--- src/rtl/mips_multicycle_ctrl.sv ---
// Multi-cycle MIPS control FSM: sequences fetch/decode/execute/memory/writeback,
// waits on mem_ready for memory accesses, counts retired instructions and flags
// unsupported opcodes/functs.
// Optional feature macro: JUMP_EN (adds the JUMP state for Op 000010).
module mips_multicycle_ctrl #(
  parameter int ALUCTRL_W = 3,
  parameter int PCSRC_W   = 2,
  parameter int CNT_W     = 16
) (
  input  logic                 clk,
  input  logic                 rst,
  input  logic [5:0]           Op,
  input  logic [5:0]           Funct,
  input  logic                 Zero,
  input  logic                 mem_ready,
  output logic                 IorD,
  output logic                 MemWrite,
  output logic                 IRWrite,
  output logic                 PCWrite,
  output logic                 Branch,
  output logic                 PCEn,
  output logic [PCSRC_W-1:0]   PCSrc,
  output logic                 ALUSrcA,
  output logic [1:0]           ALUSrcB,
  output logic                 RegWrite,
  output logic                 MemtoReg,
  output logic                 RegDst,
  output logic [ALUCTRL_W-1:0] ALUControl,
  output logic                 illegal,
  output logic [CNT_W-1:0]     instr_cnt
);
  localparam logic [3:0] S_FETCH  = 4'd0;
  localparam logic [3:0] S_DECODE = 4'd1;
  localparam logic [3:0] S_MEMADR = 4'd2;
  localparam logic [3:0] S_MEMRD  = 4'd3;
  localparam logic [3:0] S_MEMWB  = 4'd4;
  localparam logic [3:0] S_MEMWR  = 4'd5;
  localparam logic [3:0] S_EXEC   = 4'd6;
  localparam logic [3:0] S_ALUWB  = 4'd7;
  localparam logic [3:0] S_BRANCH = 4'd8;
  localparam logic [3:0] S_ADDIEX = 4'd9;
  localparam logic [3:0] S_ADDIWB = 4'd10;
`ifdef JUMP_EN
  localparam logic [3:0] S_JUMP   = 4'd11;
`endif

  localparam logic [5:0] OP_R    = 6'b000000;
  localparam logic [5:0] OP_LW   = 6'b100011;
  localparam logic [5:0] OP_SW   = 6'b101011;
  localparam logic [5:0] OP_BEQ  = 6'b000100;
  localparam logic [5:0] OP_ADDI = 6'b001000;
`ifdef JUMP_EN
  localparam logic [5:0] OP_J    = 6'b000010;
`endif

  logic [3:0]       state_q, state_d;
  logic [CNT_W-1:0] cnt_q, cnt_d;
  logic             retire;
  logic             fn_ok;
  logic [ALUCTRL_W-1:0] alu_fn;

  assign instr_cnt = cnt_q;

  // R-type funct to ALU operation; unknown funct is flagged in EXEC
  always_comb begin
    fn_ok  = 1'b1;
    alu_fn = ALUCTRL_W'(3'b010);
    case (Funct)
      6'b100000: alu_fn = ALUCTRL_W'(3'b010);
      6'b100010: alu_fn = ALUCTRL_W'(3'b110);
      6'b100100: alu_fn = ALUCTRL_W'(3'b000);
      6'b100101: alu_fn = ALUCTRL_W'(3'b001);
      6'b101010: alu_fn = ALUCTRL_W'(3'b111);
      default:   fn_ok  = 1'b0;
    endcase
  end

  // State and retired-instruction counter registers
  always_ff @(posedge clk or negedge rst) begin
    if (!rst) begin
      state_q <= S_FETCH;
      cnt_q   <= '0;
    end else begin
      state_q <= state_d;
      cnt_q   <= cnt_d;
    end
  end

  // Next-state sequencing and counter increment
  always_comb begin
    state_d = S_FETCH;
    case (state_q)
      S_FETCH:  state_d = mem_ready ? S_DECODE : S_FETCH;
      S_DECODE: begin
        case (Op)
          OP_LW, OP_SW: state_d = S_MEMADR;
          OP_R:         state_d = S_EXEC;
          OP_BEQ:       state_d = S_BRANCH;
          OP_ADDI:      state_d = S_ADDIEX;
`ifdef JUMP_EN
          OP_J:         state_d = S_JUMP;
`endif
          default:      state_d = S_FETCH;
        endcase
      end
      S_MEMADR: state_d = (Op == OP_SW) ? S_MEMWR : S_MEMRD;
      S_MEMRD:  state_d = mem_ready ? S_MEMWB : S_MEMRD;
      S_MEMWR:  state_d = mem_ready ? S_FETCH : S_MEMWR;
      S_EXEC:   state_d = fn_ok ? S_ALUWB : S_FETCH;
      S_ADDIEX: state_d = S_ADDIWB;
      default:  state_d = S_FETCH;
    endcase
    cnt_d = cnt_q + CNT_W'(retire);
  end

  // Moore datapath controls; strobes forced low while reset is held
  always_comb begin
    IorD       = 1'b0;
    MemWrite   = 1'b0;
    IRWrite    = 1'b0;
    PCWrite    = 1'b0;
    Branch     = 1'b0;
    PCSrc      = '0;
    ALUSrcA    = 1'b0;
    ALUSrcB    = 2'b00;
    RegWrite   = 1'b0;
    MemtoReg   = 1'b0;
    RegDst     = 1'b0;
    ALUControl = ALUCTRL_W'(3'b010);
    illegal    = 1'b0;
    retire     = 1'b0;
    case (state_q)
      S_FETCH: begin
        ALUSrcB = 2'b01;
        IRWrite = mem_ready;
        PCWrite = mem_ready;
      end
      S_DECODE: begin
        ALUSrcB = 2'b11;
        illegal = !(Op inside {OP_R, OP_LW, OP_SW, OP_BEQ, OP_ADDI
`ifdef JUMP_EN
                               , OP_J
`endif
                               });
      end
      S_MEMADR: begin
        ALUSrcA = 1'b1;
        ALUSrcB = 2'b10;
      end
      S_MEMRD: IorD = 1'b1;
      S_MEMWB: begin
        RegWrite = 1'b1;
        MemtoReg = 1'b1;
        retire   = 1'b1;
      end
      S_MEMWR: begin
        IorD     = 1'b1;
        MemWrite = 1'b1;
        retire   = mem_ready;
      end
      S_EXEC: begin
        ALUSrcA    = 1'b1;
        ALUControl = alu_fn;
        illegal    = !fn_ok;
      end
      S_ALUWB: begin
        RegWrite = 1'b1;
        RegDst   = 1'b1;
        retire   = 1'b1;
      end
      S_BRANCH: begin
        ALUSrcA    = 1'b1;
        ALUControl = ALUCTRL_W'(3'b110);
        Branch     = 1'b1;
        PCSrc      = PCSRC_W'(2'b01);
        retire     = 1'b1;
      end
      S_ADDIEX: begin
        ALUSrcA = 1'b1;
        ALUSrcB = 2'b10;
      end
      S_ADDIWB: begin
        RegWrite = 1'b1;
        retire   = 1'b1;
      end
`ifdef JUMP_EN
      S_JUMP: begin
        PCSrc   = PCSRC_W'(2'b10);
        PCWrite = 1'b1;
        retire  = 1'b1;
      end
`endif
      default: ;
    endcase
    if (!rst) begin
      IRWrite  = 1'b0;
      PCWrite  = 1'b0;
      MemWrite = 1'b0;
      RegWrite = 1'b0;
      Branch   = 1'b0;
      illegal  = 1'b0;
    end
    PCEn = PCWrite | (Branch & Zero);
  end
endmodule

--- config.mk ---
export PLATFORM = sky130hd
export DESIGN_NAME = mips_multicycle_ctrl
export DESIGN_NICKNAME = d
export VERILOG_FILES = /design/src/rtl/mips_multicycle_ctrl.sv
export SDC_FILE = /design/constraint.sdc
export NUM_CORES = 1
export LEC_CHECK = 0
export BUFFER_PORTS_ARGS = -buffer_cell sky130_fd_sc_hd__buf_4
export CORE_MARGIN = 1
export CORE_UTILIZATION = 40
export DETAILED_ROUTE_END_ITERATION = 10
export HOLD_SLACK_MARGIN = 0.02
export PLACE_DENSITY = 0.68
export SETUP_SLACK_MARGIN = 0.1
export SLEW_MARGIN = 40
export SYNTH_ARGS = -nofsm -noshare
export SYNTH_HDL_FRONTEND = slang
export SYNTH_SLANG_ARGS = --single-unit
--- constraint.sdc ---
create_clock -name clk -period 2.4 [get_ports clk]
set_input_delay 0.36 -clock clk [delete_from_list [all_inputs] [get_ports clk]]
set_output_delay 0.36 -clock clk [all_outputs]
set_load 0.02 [all_outputs]
# [Yosys cells after proc, flatten, opt, wreduce, memory -nomap -nowiden]
# Cells that the tools add are included.
[totals] ff_bits=20 output_inout_bits=34
[classes] n_addsub=1 eq_ne=19 n_mux=27 bitwise_logic=2 reduce_logical=12
[op_table] op="$eq 6x6->1 const B" n=7
[op_table] op="$pmux 4 s7" n=1
[op_table] op="$add 16x1->16" n=1
[op_table] op="$eq 4x3->1 const B" n=4
[op_table] op="$mux 1" n=16
[op_table] op="$pmux 4 s4" n=1
[op_table] op="$eq 4x4->1 const B" n=3
[op_table] op="$mux 3" n=4
[op_table] op="$pmux 3 s4" n=1
[op_table] op="$eq 4x2->1 const B" n=2
[op_table] op="$reduce_or 4->1" n=2
[op_table] op="$eq 6x3->1 const B" n=1
[op_table] op="$eq 6x4->1 const B" n=1
[op_table] op="$logic_not 6->1" n=1
[op_table] op="$pmux 2 s3" n=1
[op_table] op="$pmux 3 s2" n=1
[op_table] op="$reduce_or 2->1" n=3
[op_table] op="$reduce_bool 5->1" n=1
[op_table] op="$reduce_or 5->1" n=1
[op_table] op="$eq 4x1->1 const B" n=1
[op_table] op="$logic_not 4->1" n=1
[op_table] op="$pmux 1 s2" n=2
[op_table] op="$reduce_or 3->1" n=1
[op_table] op="$logic_not 1->1" n=2
[op_table] op="2 further kinds" n=2

# [Longest topological paths before layout]
[logic_depth] depth_word=6 depth_mapped=8 ltp_nobuf=8

# [Least setup slack after synthesis]
# Ideal clock, no wire load.
[synth_path] kind="reg2reg" from="reg state_q[1]" to="reg cnt_q[8] (netlist: instr_cnt[8])" t_arrival_ns=1.789 required_time_ns=2.268 path_slack_ns=0.479 path_stages_with_launch=9 path_buffers=1 period_less_slack_ns=1.921 cell_sequence="dfrtp_1 -> buf_2 -> mux2i_1 -> o22ai_1 -> ha_1 -> ha_1 -> and3_1 -> and3_1 -> xor2_1"
[synth_between] elab_chain_cells=4 elab_cells_between_ends=8 classes_between="add/sub: 1; eq/ne: 5; mux: 1; reduce/logical: 1"
[synth_lines] item="start, declared" line_no="56" text="logic [3:0] state_q, state_d;"
[synth_lines] item="start signal, assigned" line_no="84" text="state_q <= state_d;"
[synth_lines] item="$eq 4x4->1 or $eq 4x3->1 (tied branches)" line_no="132" text="case (state_q)"
[synth_lines] item="$reduce_or 4->1 (no line)"
[synth_lines] item="$pmux 1 s2 *" line_no="132"
[synth_lines] item="$add 16x1->16 *" line_no="113" text="cnt_d = cnt_q + CNT_W'(retire);"
[synth_lines] item="net cnt_d[8]" line_no="57" text="logic [CNT_W-1:0] cnt_q, cnt_d;"
[synth_lines] item="end signal, assigned" line_no="85" text="cnt_q <= cnt_d;"
[synth_lines] item="end, declared" line_no="57"
# Mark *: on every way through the listed nets, which the timed path passes. The rest lies on a longest branch.

# [Worst setup path in the final report]
[layout_path] from="reg state_q[0]" to="out ALUControl[1]"
[layout_between] elab_chain_cells=2 elab_cells_between_ends=3 classes_between="eq/ne: 2; mux: 1"
[layout_lines] item="$eq 4x4->1 or $eq 4x3->1 (tied branches)" line_no="132"
[layout_lines] item="$pmux 3 s2 *" line_no="132"
[layout_lines] item="end, declared" line_no="28" text="output logic [ALUCTRL_W-1:0] ALUControl,"
# Every way passes the cells marked *; elsewhere a longest branch is shown, timed or not.

==> metrics <==
status=completed; Design Area, Final=1770 µm²; endpoints failing setup=0; DRT Pass-1 Iters=4; DP Area=1650 µm²; post-layout min period=around 2.2 ns; Peak VDD IR=approximately 0.00076 V; Worst Path Required=2.04 ns; initial antenna violation count=0; WL final=3010 µm; DR WL/cell=12.8 µm; Cell variety after synth=39; Post-Syn Nets=155; Mapped Cells=137; Post-synth ARST share=100%; share of layout cells above drive strength 1=a little over a third; worst hold path type=in -> reg; Die H=roughly 58 µm; Root Buffer=clkbuf_4; post-route ant nets=0; pin count of the biggest net entering global routing=27; final core area utilization=approximately 60%; Final HPWL DP=2250 µm; Avg Vias per Cell=5.08; register area share after synthesis=39.8%; vias in the first global route=1110; Main synth FF type=dfrtp_1; # H-tree levels=1; later-pin clock latency in the skew report=roughly 0.3 ns; grt ovf=0; final worst slack=0.215 ns; EDFF count, synth=0; Fmax achieved=0.458 GHz; final period utilization=91.0%; min-delay src=Op[4]; CTS Buf Count=3; RD Place Congestion=0.823; Avg Cell Area, Syn=~9.2 µm²; crit end category=primary output; Worst setup SP type=flop; Static Leakage=slightly below 0.9 nW; die area=3380 µm²; mapped cell area=1260 µm²; Reg-to-Reg Start=state_q[2]; RSZ-0062 raised after global routing=no; Seq cells post-synth=20; Clock Skews=0.00165 ns; Slew Limit Fails=0; Crit Path Max Fanout=4; Core Area=around 2900 µm²; total of max-cap violations=0; Worst-path clk slew=0.11 ns; Ys Warns=0; Iteration-0 DRC Markers=49; io pins=50; P per Cell Area=765 nW/µm²; # DRC=0; post-place setup slack=just over 0.3 ns; Vias=1189; clk buf depth=2; CP Class=reg -> out; Critical Path Start=state_q[0]; ANT cells=0; Syn-to-layout area delta=40.5%; first-pass GRT wire length=approximately 5000 µm; hold slack final=around 0.36 ns; clock sink total=20; Critical Path AT=1.82 ns; Initial Util=43.8%; Setup Total Neg Slack=0 ns; setup slack, reg-to-reg=0.29 ns; Die Wd=58.1 µm; gr usage total=between 10% and 20%; Core Rows=19; port bufs=48; CTS tree=done; Final nets=211; Hold Fails Final Rpt=0
layer usage:
layer	share of wire [%]	global-route usage [%]	up-vias	routed length, µm
met1	52	27.9	558	1560
met4	0.63	3.06	0	19
met2	44	28.6	27	1320
li1	-	-	602	-
met5	0	0	-	0
met3	3.5	4.24	2	104
cells by family after synthesis:
group	after synthesis	share of synthesized area, %
flip-flops	20	39.8
other	1	0.298
adder cells (fa/ha/maj)	2	1.99
AO/OA/AOI/OAI	17	9.24
XOR/XNOR	16	11.1
AND/OR/NAND/NOR	70	31.4
multiplexers	4	3.18
buffers and inverters	7	2.98
registers in the layout (all words and copies together), names as in the netlist:
register / count
state_q: 4
instr_cnt: 16
cell type report:
cell class	count	area, µm²
Clock buffer	3	22.5
Clock inverter	1	30.0
Fill cell	256	1110
Inverter	1	3.75
Multi-Input combinational cell	110	723
Sequential cell	20	505
Tap cell	42	52.6
Timing Repair Buffer	57	430
critical path, cell delays in order, from the launching register on:
cell and delay, ns:
dfrtp_2 0.42, and2b_2 0.25, and2_4 0.15, nand2_1 0.06, or4b_1 0.47, buf_4 0.17
path summary, 6_finish.rpt:
path | endpoint | cells after the start
setup / recovery | ALUControl[1] | 5
hold / removal | state_q[3] | 4
setup reg to reg | instr_cnt[12] | 8
hold reg to reg | instr_cnt[15] | 1
max in group asynchronous | state_q[1] | 2
min in group asynchronous | instr_cnt[5] | 2
placed cells by master (no fill, tap or decap), types with 2 or more instances in the layout:
cell      synthesis  final
a21oi_1           2      2
ha_1              2      2
and4_1            3      3
o21ai_0           3      3
nand2_1           9      9
xor2_1            5      5
xnor2_1          11     11
and2_1            2      2
clkbuf_4          0      3
nor3_1            8      8
nor2_1            7      7
mux2i_1           4      4
dfrtp_2           0      4
nor2b_1           2      2
and3_1           10     10
o31ai_1           2      2
nand2b_1          6      6
nand3_1          13     13
a21o_1            2      2
dfrtp_1          20     16
o22ai_1           3      3
buf_4             2     56
power breakdown:
part / switching [mW] / internal, mW / leakage [nW]
logic: 0.350 / 0.288 / 0.594
clock network: 0.102 / 0.169 / 0.0279
registers: 0.0537 / 0.391 / 0.265
what timing repair did:
item                                    4_1_cts  5_1_grt
endpoints found under the setup margin        1        1
hold buffers                                  1        0
setup buffers                                 2        4
gates cloned                                  0        0
gates resized for setup                       3        3
endpoints found under the hold margin        20        0
synth_stat cells (3+ instances only):
master / number / area, µm²
dfrtp_1: 20 / 500
nand3_1: 13 / 65.1
xnor2_1: 11 / 96.3
and3_1: 10 / 62.6
nand2_1: 9 / 33.8
nor3_1: 8 / 40.0
nor2_1: 7 / 26.3
nand2b_1: 6 / 37.5
xor2_1: 5 / 43.8
mux2i_1: 4 / 40.0
and4_1: 3 / 26.3
buf_2: 3 / 15.0
o21ai_0: 3 / 15.0
o22ai_1: 3 / 18.8
through the flow:
stage                     cells  power, mW
final                       234       1.35
after global routing        234       1.43
after CTS                   230       1.33
after detailed placement    223       1.03
after global placement      223       1.03
after floorplan             137      0.801
Power figures use the tool's default switching activity.
